### config.mk
export PLATFORM = sky130hd
export DESIGN_NAME = reg_wb_scoreboard_flat
export DESIGN_NICKNAME = d
export VERILOG_FILES = /design/src/rtl/reg_wb_scoreboard_if.sv /design/src/rtl/reg_wb_scoreboard.sv /design/src/flat_wrapper.sv
export SDC_FILE = /design/constraint.sdc
export NUM_CORES = 1
export LEC_CHECK = 0
export CAP_MARGIN = 20
export CELL_PAD_IN_SITES_DETAIL_PLACEMENT = 0
export CELL_PAD_IN_SITES_GLOBAL_PLACEMENT = 1
export CORE_ASPECT_RATIO = 1.25
export CORE_MARGIN = 3
export CORE_UTILIZATION = 25
export CTS_BUF_LIST = sky130_fd_sc_hd__clkbuf_16
export CTS_CLUSTER_SIZE = 24
export DETAILED_ROUTE_END_ITERATION = 7
export GPL_TIMING_DRIVEN = 0
export MAX_ROUTING_LAYER = met4
export PLACE_DENSITY_LB_ADDON = 0.1
export SETUP_SLACK_MARGIN = 0.1
export SKIP_LAST_GASP = 1
export SLEW_MARGIN = 20
export SYNTH_ARGS = -nofsm -noshare
export SYNTH_HDL_FRONTEND = slang
export SYNTH_SLANG_ARGS = --single-unit
### constraint.sdc
create_clock -name clk -period 2.4 [get_ports clk]
set_input_delay 0.36 -clock clk [delete_from_list [all_inputs] [get_ports clk]]
set_output_delay 0.36 -clock clk [all_outputs]
set_load 0.02 [all_outputs]
### src/rtl/reg_wb_scoreboard_if.sv
// Issue and writeback handshake bundle for reg_wb_scoreboard.
// master = issue stage / writeback units, slave = scoreboard.
interface reg_wb_scoreboard_if #(parameter int DW = 32);
    logic          issue_valid;
    logic          issue_ready;
    logic [4:0]    issue_rs1;
    logic [4:0]    issue_rs2;
    logic [4:0]    issue_rd;
    logic          issue_has_rd;
    logic          wb0_valid;
    logic          wb0_ready;
    logic [4:0]    wb0_rd;
    logic [DW-1:0] wb0_data;
    logic          wb1_valid;
    logic          wb1_ready;
    logic [4:0]    wb1_rd;
    logic [DW-1:0] wb1_data;

    modport master (
        output issue_valid, issue_rs1, issue_rs2, issue_rd, issue_has_rd,
        output wb0_valid, wb0_rd, wb0_data, wb1_valid, wb1_rd, wb1_data,
        input  issue_ready, wb0_ready, wb1_ready
    );

    modport slave (
        input  issue_valid, issue_rs1, issue_rs2, issue_rd, issue_has_rd,
        input  wb0_valid, wb0_rd, wb0_data, wb1_valid, wb1_rd, wb1_data,
        output issue_ready, wb0_ready, wb1_ready
    );
endinterface

### src/rtl/reg_wb_scoreboard.sv
// Register busy-bit scoreboard with two-source round-robin writeback arbiter.
// Optional SB_STALL_CNT_EN adds a saturating issue-stall cycle counter.
module reg_wb_scoreboard #(
    parameter int NREG = 32,
    parameter int DW   = 32
) (
    input  logic                clk,
    input  logic                rstn,
    reg_wb_scoreboard_if.slave  sb,
    output logic [NREG-1:0]     reg_enable,
    output logic [DW-1:0]       reg_wdata,
    output logic [NREG-1:0]     busy,
    output logic                wb_err,
    output logic [31:0]         stall_cnt
);
    localparam int IW = $clog2(NREG);

    logic            rr_ptr;
    logic            issue_ok;
    logic            contested;
    logic            gnt0, gnt1, gnt_any;
    logic [IW-1:0]   gnt_rd;
    logic [DW-1:0]   gnt_data;
    logic [NREG-1:0] gnt_onehot;
    logic [NREG-1:0] set_mask;
    logic [NREG-1:0] busy_nxt;

    always_comb begin
        issue_ok   = !busy[sb.issue_rs1] && !busy[sb.issue_rs2] &&
                     !(sb.issue_has_rd && busy[sb.issue_rd]);
        contested  = sb.wb0_valid && sb.wb1_valid;
        gnt0       = sb.wb0_valid && (!sb.wb1_valid || !rr_ptr);
        gnt1       = sb.wb1_valid && !gnt0;
        gnt_any    = gnt0 || gnt1;
        gnt_rd     = gnt1 ? sb.wb1_rd   : sb.wb0_rd;
        gnt_data   = gnt1 ? sb.wb1_data : sb.wb0_data;
        gnt_onehot = '0;
        if (gnt_any && gnt_rd != '0)
            gnt_onehot[gnt_rd] = 1'b1;
        set_mask = '0;
        if (sb.issue_valid && issue_ok && sb.issue_has_rd && sb.issue_rd != '0)
            set_mask[sb.issue_rd] = 1'b1;
        // The write stage's enable doubles as the clear mask, so busy drops on
        // the same edge the register file captures; a new set still wins.
        busy_nxt    = (busy & ~reg_enable) | set_mask;
        busy_nxt[0] = 1'b0;
    end

    assign sb.issue_ready = issue_ok;
    assign sb.wb0_ready   = gnt0;
    assign sb.wb1_ready   = gnt1;

    always_ff @(posedge clk or negedge rstn) begin
        if (!rstn) begin
            busy       <= '0;
            reg_enable <= '0;
            reg_wdata  <= '0;
            wb_err     <= 1'b0;
            rr_ptr     <= 1'b0;
        end else begin
            busy       <= busy_nxt;
            reg_enable <= gnt_onehot;
            if (gnt_any)
                reg_wdata <= gnt_data;
            if (contested)
                rr_ptr <= ~rr_ptr;
            if (gnt_any && gnt_rd != '0 && !busy[gnt_rd])
                wb_err <= 1'b1;
        end
    end

`ifdef SB_STALL_CNT_EN
    always_ff @(posedge clk or negedge rstn) begin
        if (!rstn)
            stall_cnt <= '0;
        else if (sb.issue_valid && !issue_ok && stall_cnt != '1)
            stall_cnt <= stall_cnt + 32'd1;
    end
`else
    assign stall_cnt = '0;
`endif

endmodule

### src/flat_wrapper.sv
// flat-port wrapper written by rule: the top's interface ports become plain ports
module reg_wb_scoreboard_flat 
#(
    parameter int NREG = 32,
    parameter int DW   = 32
)
  (clk, rstn, reg_enable, reg_wdata, busy, wb_err, stall_cnt, sb_issue_valid, sb_issue_rs1, sb_issue_rs2, sb_issue_rd, sb_issue_has_rd, sb_wb0_valid, sb_wb0_rd, sb_wb0_data, sb_wb1_valid, sb_wb1_rd, sb_wb1_data, sb_issue_ready, sb_wb0_ready, sb_wb1_ready);
  reg_wb_scoreboard_if #(.DW(DW)) sb_i ();
  input  logic clk;
  input  logic rstn;
  output logic [NREG-1:0] reg_enable;
  output logic [DW-1:0] reg_wdata;
  output logic [NREG-1:0] busy;
  output logic wb_err;
  output logic [31:0] stall_cnt;
  input wire logic [$bits(sb_i.issue_valid)-1:0] sb_issue_valid;
  input wire logic [$bits(sb_i.issue_rs1)-1:0] sb_issue_rs1;
  input wire logic [$bits(sb_i.issue_rs2)-1:0] sb_issue_rs2;
  input wire logic [$bits(sb_i.issue_rd)-1:0] sb_issue_rd;
  input wire logic [$bits(sb_i.issue_has_rd)-1:0] sb_issue_has_rd;
  input wire logic [$bits(sb_i.wb0_valid)-1:0] sb_wb0_valid;
  input wire logic [$bits(sb_i.wb0_rd)-1:0] sb_wb0_rd;
  input wire logic [$bits(sb_i.wb0_data)-1:0] sb_wb0_data;
  input wire logic [$bits(sb_i.wb1_valid)-1:0] sb_wb1_valid;
  input wire logic [$bits(sb_i.wb1_rd)-1:0] sb_wb1_rd;
  input wire logic [$bits(sb_i.wb1_data)-1:0] sb_wb1_data;
  output wire logic [$bits(sb_i.issue_ready)-1:0] sb_issue_ready;
  output wire logic [$bits(sb_i.wb0_ready)-1:0] sb_wb0_ready;
  output wire logic [$bits(sb_i.wb1_ready)-1:0] sb_wb1_ready;
  assign sb_i.issue_valid = sb_issue_valid;
  assign sb_i.issue_rs1 = sb_issue_rs1;
  assign sb_i.issue_rs2 = sb_issue_rs2;
  assign sb_i.issue_rd = sb_issue_rd;
  assign sb_i.issue_has_rd = sb_issue_has_rd;
  assign sb_i.wb0_valid = sb_wb0_valid;
  assign sb_i.wb0_rd = sb_wb0_rd;
  assign sb_i.wb0_data = sb_wb0_data;
  assign sb_i.wb1_valid = sb_wb1_valid;
  assign sb_i.wb1_rd = sb_wb1_rd;
  assign sb_i.wb1_data = sb_wb1_data;
  assign sb_issue_ready = sb_i.issue_ready;
  assign sb_wb0_ready = sb_i.wb0_ready;
  assign sb_wb1_ready = sb_i.wb1_ready;
  reg_wb_scoreboard #(.NREG(NREG), .DW(DW)) u_core (.clk(clk), .rstn(rstn), .sb(sb_i), .reg_enable(reg_enable), .reg_wdata(reg_wdata), .busy(busy), .wb_err(wb_err), .stall_cnt(stall_cnt));
endmodule
# Word-level counts from Yosys, hierarchy flattened
# Cells that the tools add are included.
# classes
bitwise_logic	4
n_reduce_logical	24
magnitude_cmp	6
n_mux	16
# op_table
cell	count
32-bit 2-to-1 mux	3
32-bit AND	1
32-bit inverter	1
32-bit OR	1
5-bit by 6-bit less-than comparator with 1-bit output, second input constant	4
1-bit binary-select mux with 5-bit select	4
1-bit logical AND	13
1-bit demux with 5-bit select	2
5-bit by 1-bit >= comparator with 1-bit output, second input constant	2
5-bit nonzero test	2
1-bit logical NOT	7
1-bit 2-to-1 mux	6
5-bit 2-to-1 mux	1
1-bit logical OR	2
1-bit inverter	1
# totals
out_inout_bits	132
reg_bits	97
elab_cells	55
input_bits	95

# Logic depth before layout (Yosys ltp)
# Gate-level depths: netlist of the first run.
# depth
ltp_word	11
mapped_depth	11
mapped_depth_nobuf	8

# Worst setup path before layout of the first run
# No wires, ideal clock.
# synth_path
path_type	input to register
start	input sb_issue_rs2[0]
end	register u_core.busy[12]
required_time_ps	2311
setup_time_ps	89
arrival_time_ps	2798
path_stages	7
slack_ps	-487
path_buffers	1
cell_sequence	buf_2 mux4_2 mux4_2 mux2_2 nor4_4 nand4b_1 o22ai_1
# synth_via
elab_chain_cells	10
# synth_lines
item	line_no	rtl
from (decl)	flat_wrapper.sv:18	input wire logic [$bits(sb_i.issue_rs2)-1:0] sb_issue_rs2;
1-bit binary-select mux with 5-bit select	reg_wb_scoreboard.sv:29	issue_ok = !busy[sb.issue_rs1] && !busy[sb.issue_rs2] &&
1-bit 2-to-1 mux (not written as such)	reg_wb_scoreboard.sv:29	
1-bit logical NOT	reg_wb_scoreboard.sv:29	
1-bit logical AND (2 in series)	reg_wb_scoreboard.sv:29	
net sb_issue_ready	flat_wrapper.sv:27	output wire logic [$bits(sb_i.issue_ready)-1:0] sb_issue_ready;
1-bit logical AND (3 in series)	reg_wb_scoreboard.sv:41	if (sb.issue_valid && issue_ok && sb.issue_has_rd && sb.issue_rd != '0)
32-bit 2-to-1 mux	reg_wb_scoreboard.sv:41	
32-bit OR	reg_wb_scoreboard.sv:45	busy_nxt = (busy & ~reg_enable) | set_mask;
net u_core.busy_nxt[12]	reg_wb_scoreboard.sv:26	logic [NREG-1:0] busy_nxt;
to (signal assigned)	reg_wb_scoreboard.sv:61	busy <= busy_nxt;
to (decl)	reg_wb_scoreboard.sv:12	output logic [NREG-1:0] busy,
# The timed path passes the listed nets, and every way through them passes these cells. The select of a mux whose other input is x is not followed.
# A chain may end at the register's enable or synchronous reset.

# Worst setup path in the final report of the first run
# layout_path
start	register u_core.busy[19]
end	output sb_issue_ready
# layout_via
elab_chain_cells	5
elab_cells_between_ends	12
cone_classes	mux: 6; reduce/logical: 6
# layout_lines
item	line_no
1-bit binary-select mux with 5-bit select, on equally long branches	reg_wb_scoreboard.sv:29, reg_wb_scoreboard.sv:30
1-bit 2-to-1 mux, on equally long branches	reg_wb_scoreboard.sv:29, reg_wb_scoreboard.sv:30
1-bit logical NOT or 1-bit logical AND (tied branches)	reg_wb_scoreboard.sv:29, reg_wb_scoreboard.sv:30
1-bit logical AND or 1-bit logical NOT (tied branches)	reg_wb_scoreboard.sv:29, reg_wb_scoreboard.sv:30
1-bit logical AND (*)	reg_wb_scoreboard.sv:29
to (decl)	flat_wrapper.sv:27
# Mark *: on every way between the ends. The rest lies on a longest branch, timed or not. The select of a mux whose other input is x is not followed.

==> impl_metrics.csv, run 1 <==
group,metric,value,unit
outcome,status,"complete, but fails checks",
outcome,violations,"setup timing",
clock_network,clk_pin_slew,0.07,ns
timing,drv_slew,0,
clock_network,cts_buffers,9,
synth,synth-xor-area-share,0.00167,
layout,antenna_cells,0,
worst_setup_path,slowest_stage,"mux4_2",
route,totalWireLength,21700,µm
synth,syn_inst,517,
worst_setup_path,crit_fanout,5,
route,firstDrtPassIters,5,
worst_setup_path,path_class,"reg2out",
die,initial_core_util,0.257,
placement,hpwl,15600,µm
route,wire_per_inst,20.4,µm
die,die_h,168,µm
synth,synthMuxAreaShare,0.155,
route,via_per_inst,4.86,
synth,synth_seq_cells,97,
worst_setup_path,required,2.04,ns
timing,worstMarginPinSlew,0.722,ns
worst_setup_path,startpoint_type,"flop",
die,ioPinCount,227,
worst_setup_path,cp_common_cell,"buf_4",
synth,synth_top_family_by_area,"multiplexers",
timing,setup_viol,32,
synth,synth-compound-area-share,0.148,
worst_setup_path,worstPathCellList,"buf_4, mux4_2, inv_1, o22ai_1, o41a_1, nor4_4, buf_4",
layout,layout.cells.non_filler,1065,
synth,yosysUniqueCellTypes,48,
route,vias,5180,
timing,slew_headroom,0.516,
global_routing,grt.met3_usage,0.0541,
clock_network,htreeDepth,3,
timing,finalHoldViolCount,0,
global_routing,grt_max_degree,67,
global_routing,antenna_found_initial,0,
layout,drive_above_1_share,0.270,
global_routing,grt_pass1_wl,32600,µm
clock_network,cts.sinks,97,
route,ant_nets,0,
power_and_ir_drop,ir_drop,0.000427,V
die,core_area,20400,µm²
layout,nFillCells,1965,
route,route.detailed.drc,0,
die,row_count,58,
timing,setup_slack,-0.457,ns
die,dieArea,22800,µm²
hold_path,min_path_type,"in2reg",
placement,port_buffers,186,
layout,nets,885,
placement,globalplace.congestion,0.899,
synth,synth_seq_area_share,0.462,
timing,clock_skew,0.00758,ns
worst_setup_path,max_stage_delay,0.46,ns
synth,avgSynthCellArea,10.2,µm²
global_routing,busiest_layer,"met2",
layout,syn2layout_area_growth,64.2,%
clock_network,root_buffer,"clkbuf_16",
timing,fin_crit_sh,1.19,
synth,synthArstFlopShare,1.00,
power_and_ir_drop,power_leakage,3.64,nW
power_and_ir_drop,powerDensity,956,nW/µm²
synth,synth_ff_type,"dfrtp_1",
clock_network,clkLatencyLatePin,0.35,ns
timing,period_minus_slack,2.86,ns
synth,yosys.area_share.simple,0.133,
timing,fmax,0.350,GHz
timing,rsz0062_at_grt,"yes",
global_routing,track_usage,0.194,
synth,synth_area,5250,µm²
synth,synth_fa_ha_area_frac,0,
job,cap_violations,0,
worst_setup_path,worst_setup_path_end_kind,"output pin",
clock_network,tritoncts,"done",
die,die_w,136,µm
layout,fin_util,0.423,
global_routing,grt_pass1_vias,5433,
global_routing,overflow,0,
clock_network,clockBufferDepth,2,
worst_setup_path,critical_path_arrival,2.50,ns
synth,ys_warn_count,0,
route,first_iter_violations,251,
global_routing,use_met1,0.233,
synth,synth_edf_count,0,
placement,dp.cells,1007,
global_routing,use_met2,0.321,
## critical path: cells and delay by family (launching register included)
kind                   cells  cell delay, ns
AO/OA/AOI/OAI              2            0.52
multiplexers               1            0.46
buffers and inverters      3            0.43
flip-flops                 1            0.43
AND/OR/NAND/NOR            1            0.30
## kinds of logic (layout without fill, tap and decap cells)
family / after synthesis / after routing
flops: 97 / 97
compound gates: 112 / 112
other cells: 1 / 34
mux: 51 / 51
simple gates: 150 / 150
buf+inv: 105 / 350
xor+xnor: 1 / 1
## synthesized netlist by cell type (3+ instances only)
cell type / count / share of area
or3_1: 6 / 0.0072
clkbuf_1: 26 / 0.019
nand3b_1: 4 / 0.0057
dfrtp_1: 97 / 0.46
buf_4: 33 / 0.047
mux4_2: 24 / 0.10
o211ai_1: 7 / 0.010
nor2_1: 72 / 0.051
nand2_1: 27 / 0.019
nor3_1: 10 / 0.0095
mux2i_1: 25 / 0.048
nand2b_1: 3 / 0.0036
a211oi_1: 3 / 0.0043
o21ai_0: 6 / 0.0057
o22ai_1: 59 / 0.070
inv_1: 44 / 0.031
o221a_2: 11 / 0.024
a21oi_1: 10 / 0.0095
a31oi_1: 4 / 0.0048
and3_1: 7 / 0.0083
nand3_1: 8 / 0.0076
## what timing repair did
action | in CTS | in global routing
endpoints found under the hold margin | 31 | 0
gates resized for setup | 74 | 44
setup buffers | 26 | 15
hold buffers | 1 | 0
endpoints found under the setup margin | 86 | 49
pin swaps | 4 | 5
## stage by stage
stage               setup slack (ns)  instance area (µm²)  hold slack, ns  TNS (ns)  total power, mW
finish                        -0.457                 8620           0.404    -11.25             8.24
global route                  -0.524                 8620           0.440    -13.80             8.68
CTS                           -0.524                 8370           0.440    -10.59             7.98
detailed placement             -1.52                 7630           0.265    -62.18             5.99
global placement               -2.83                 7600           0.450   -331.56             5.92
floorplan                     -0.331                 5400          0.0644     -9.49             4.31
## path summary, 6_finish.rpt
check / depth (start not counted) / to / slack [ns] / from
hold / removal: 3 / u_core.rr_ptr$_DFFE_PN0P_ / 0.40 / sb_wb1_valid
setup / recovery: 7 / sb_issue_ready / -0.46 / u_core.busy[19]$_DFF_PN0_
hold reg to reg: 1 / u_core.busy[6]$_DFF_PN0_ / 0.47 / u_core.reg_enable[6]$_DFF_PN0_
setup reg to reg: 12 / u_core.busy[28]$_DFF_PN0_ / -0.39 / u_core.busy[19]$_DFF_PN0_
max in group asynchronous: 3 / u_core.busy[19]$_DFF_PN0_ / 1.28 / rstn
min in group asynchronous: 2 / u_core.reg_wdata[6]$_DFFE_PN0P_ / 0.45 / rstn
## layer usage
metal	vias to the layer above	share of wire
li1	2362	-
met1	2543	0.40
met2	255	0.50
met3	20	0.081
met4	0	0.016
met5	-	0
## state kept, by name, summed over array words and instances, names as in the netlist
register	cells
u_core.reg_enable	32
u_core.busy	31
u_core.reg_wdata	32
u_core.rr_ptr	1
u_core.wb_err	1
## where the power goes
part,switching (mW),total (mW),internal (mW)
logic,2.02,4.25,2.23
registers,0.525,2.59,2.07
clock network,0.681,1.39,0.713
## final cells by class
cell class / instances / area, µm² / share of cell area
multi-input combinational: 348 / 2710 / 0.314
tap: 270 / 338 / 0.0392
clock inverter: 7 / 55.1 / 0.00639
buffer: 61 / 432 / 0.0501
clock buffer: 9 / 225 / 0.0261
timing repair buffer: 229 / 2240 / 0.260
sequential: 97 / 2450 / 0.285
inverter: 44 / 165 / 0.0192
## cells in the final DEF (no fill, tap or decap), drive strengths merged, types with 6 or more instances in the layout
master,count
inv,47
a21oi,10
o21ai,6
o22ai,59
or3,6
conb,34
buf,83
mux2i,25
and3,7
o221a,11
nand3,8
clkbuf,32
nor2,72
clkdlybuf4s50,182
o211ai,7
mux4,24
nand2,27
dfrtp,97
nor3,10
Power figures use the tool's default switching activity.
==> run 2, diff against run 1 <==
--- a/config.mk
+++ b/config.mk
@@ -10,7 +10,7 @@
 export CELL_PAD_IN_SITES_GLOBAL_PLACEMENT = 1
 export CORE_ASPECT_RATIO = 1.25
 export CORE_MARGIN = 3
-export CORE_UTILIZATION = 25
+export CORE_UTILIZATION = 28
 export CTS_BUF_LIST = sky130_fd_sc_hd__clkbuf_16
 export CTS_CLUSTER_SIZE = 24
 export DETAILED_ROUTE_END_ITERATION = 7
==> impl_metrics.csv, run 2 (same netlist as run 1, synthesis figures left out) <==
group,metric,value,unit
outcome,status,"complete, but fails checks",
outcome,violations,"setup timing",
power_and_ir_drop,ir_drop,0.000389,V
global_routing,antenna_found_initial,0,
job,cap_violations,0,
die,dieArea,20400,µm²
die,initial_core_util,0.288,
die,die_w,128,µm
placement,globalplace.congestion,0.909,
worst_setup_path,worstPathCellList,"buf_4, mux4_2, mux4_2, mux2_4, nor4_4, buf_4",
clock_network,htreeDepth,3,
placement,dp_slack,-1.53,ns
timing,fin_crit_sh,1.18,
timing,slew_headroom,0.520,
route,route.detailed.drc,0,
layout,nets,897,
worst_setup_path,crit_fanout,2,
layout,biggestRegsByFlops,"u_core.reg_enable: 32 flops, u_core.reg_wdata: 32 flops, u_core.busy: 31 flops",
clock_network,cts.sinks,97,
clock_network,tritoncts,"done",
worst_setup_path,worst_setup_path_end_kind,"output pin",
timing,worstMarginPinSlew,0.721,ns
layout,nFillCells,1752,
clock_network,cts_buffers,9,
clock_network,clk_pin_slew,0.07,ns
route,via_per_inst,5.06,
route,totalWireLength,20800,µm
die,row_count,55,
layout,antenna_cells,0,
worst_setup_path,path_class,"reg2out",
power_and_ir_drop,power_leakage,3.71,nW
placement,hpwl,15000,µm
timing,setup_viol,32,
die,die_h,159,µm
power_and_ir_drop,switching_share,0.386,
layout,drive_above_1_share,0.279,
layout,layout_common_cells,"181 x clkdlybuf4s50_1, 81 x buf_4, 77 x dfrtp_1",
timing,finalSetupTns,-6.76,ns
placement,port_buffers,186,
timing,drv_slew,0,
global_routing,grt_pass1_vias,5479,
worst_setup_path,max_stage_delay,0.48,ns
clock_network,root_buffer,"clkbuf_16",
route,ant_nets,0,
clock_network,clockBufferDepth,2,
route,wire_per_inst,20.1,µm
power_and_ir_drop,p_comb_frac,0.527,
timing,setup_slack,-0.443,ns
worst_setup_path,startpoint_type,"flop",
power_and_ir_drop,p_switching,3.22,mW
layout,syn2layout_area_growth,65.3,%
worst_setup_path,slowest_stage,"mux4_2",
global_routing,track_usage,0.204,
route,first_iter_violations,446,
power_and_ir_drop,intPower,5.12,mW
layout,multi_input_area,2730,µm²
power_and_ir_drop,powerDensity,962,nW/µm²
power_and_ir_drop,power.share.sequential,0.305,
hold_path,min_path_type,"in2reg",
layout,ff_latch_area,2450,µm²
die,core_area,18200,µm²
route,firstDrtPassIters,4,
global_routing,grt_pass1_wl,31300,µm
timing,period_minus_slack,2.84,ns
global_routing,grt_max_degree,60,
global_routing,overflow,0,
power_and_ir_drop,power.share.clock,0.168,
route,vias,5237,
layout,final_common_cell,"clkdlybuf4s50_1",
power_and_ir_drop,finalPower,8.35,mW
timing,clock_skew,0.00921,ns
die,ioPinCount,227,
clock_network,clkLatencyLatePin,0.35,ns
worst_setup_path,critical_path_arrival,2.48,ns
timing,rsz0062_at_grt,"yes",
worst_setup_path,required,2.04,ns
timing,finalHoldViolCount,0,
timing,fmax,0.352,GHz
[run 2: worst paths after layout]
kind | start | endpoint | slack (ns) | cells past startpoint
worst max register to register | u_core.busy[20]$_DFF_PN0_ | u_core.busy[20]$_DFF_PN0_ | -0.26 | 9
worst max-delay path | u_core.busy[20]$_DFF_PN0_ | sb_issue_ready | -0.44 | 6
worst min register to register | u_core.reg_enable[19]$_DFF_PN0_ | u_core.busy[19]$_DFF_PN0_ | 0.47 | 1
min in group asynchronous | rstn | u_core.reg_wdata[3]$_DFFE_PN0P_ | 0.48 | 2
worst min-delay path | sb_wb1_valid | u_core.rr_ptr$_DFFE_PN0P_ | 0.44 | 3
max in group asynchronous | rstn | u_core.busy[30]$_DFF_PN0_ | 1.26 | 3
[run 2: timing repair]
action	in CTS	in global routing
gates resized for setup	74	43
hold buffers	1	0
endpoints found under the hold margin	38	0
setup endpoints to repair	80	61
setup buffers	41	12
pin swaps	4	5
[run 2: per-stage QoR]
step	area [µm²]	hold WS, ns	std cells	utilization
2_1_floorplan	5400	0.0644	550	-
3_3_place_gp	7540	0.448	964	0.414
3_5_place_dp	7570	0.294	965	0.415
4_1_cts	8420	0.441	1023	0.461
5_1_grt	8670	0.484	1035	0.476
6_report	8670	0.437	1035	0.476
[run 2: routing by layer]
layer,part of all wire,GRT usage,vias up,wire length (µm)
met5,0,-,-,0
met4,0.019,0.0603,0,388
met3,0.087,0.0537,23,1810
met2,0.50,0.339,251,10400
met1,0.39,0.242,2587,8200
li1,-,-,2376,-
[run 2: critical path, delay by kind of cell (launching register included)]
kind	cells	cell delay, ns
mux	3	1.22
buf+inv	2	0.34
simple gates	1	0.17
flops	1	0.41
[run 2: final cells by class]
cell class                 instances  share of cell area
sequential                        97               0.283
multi-input combinational        348               0.315
tap                              228              0.0329
clock buffer                       9              0.0260
clock inverter                     7             0.00649
buffer                            61              0.0495
inverter                          44              0.0193
timing repair buffer             241               0.268
[run 2: power by group through the flow]
stage                     registers (mW)  clock network (mW)  logic (mW)
after floorplan                     2.90                   0        1.41
after global placement              2.67                   0        3.23
after detailed placement            2.68                   0        3.27
after CTS                           2.53                1.44        4.11
after global routing                2.58                1.50        4.66
final                               2.54                1.40        4.40
==> run 3, diff against run 2 <==
--- a/config.mk
+++ b/config.mk
@@ -15,6 +15,7 @@
 export CTS_CLUSTER_SIZE = 24
 export DETAILED_ROUTE_END_ITERATION = 7
 export GPL_TIMING_DRIVEN = 0
+export HOLD_SLACK_MARGIN = 0.03
 export MAX_ROUTING_LAYER = met4
 export PLACE_DENSITY_LB_ADDON = 0.1
 export SETUP_SLACK_MARGIN = 0.1
==> results of run 3 <==
Same layout as run 2: the final DEF is identical, and so are final timing and power.
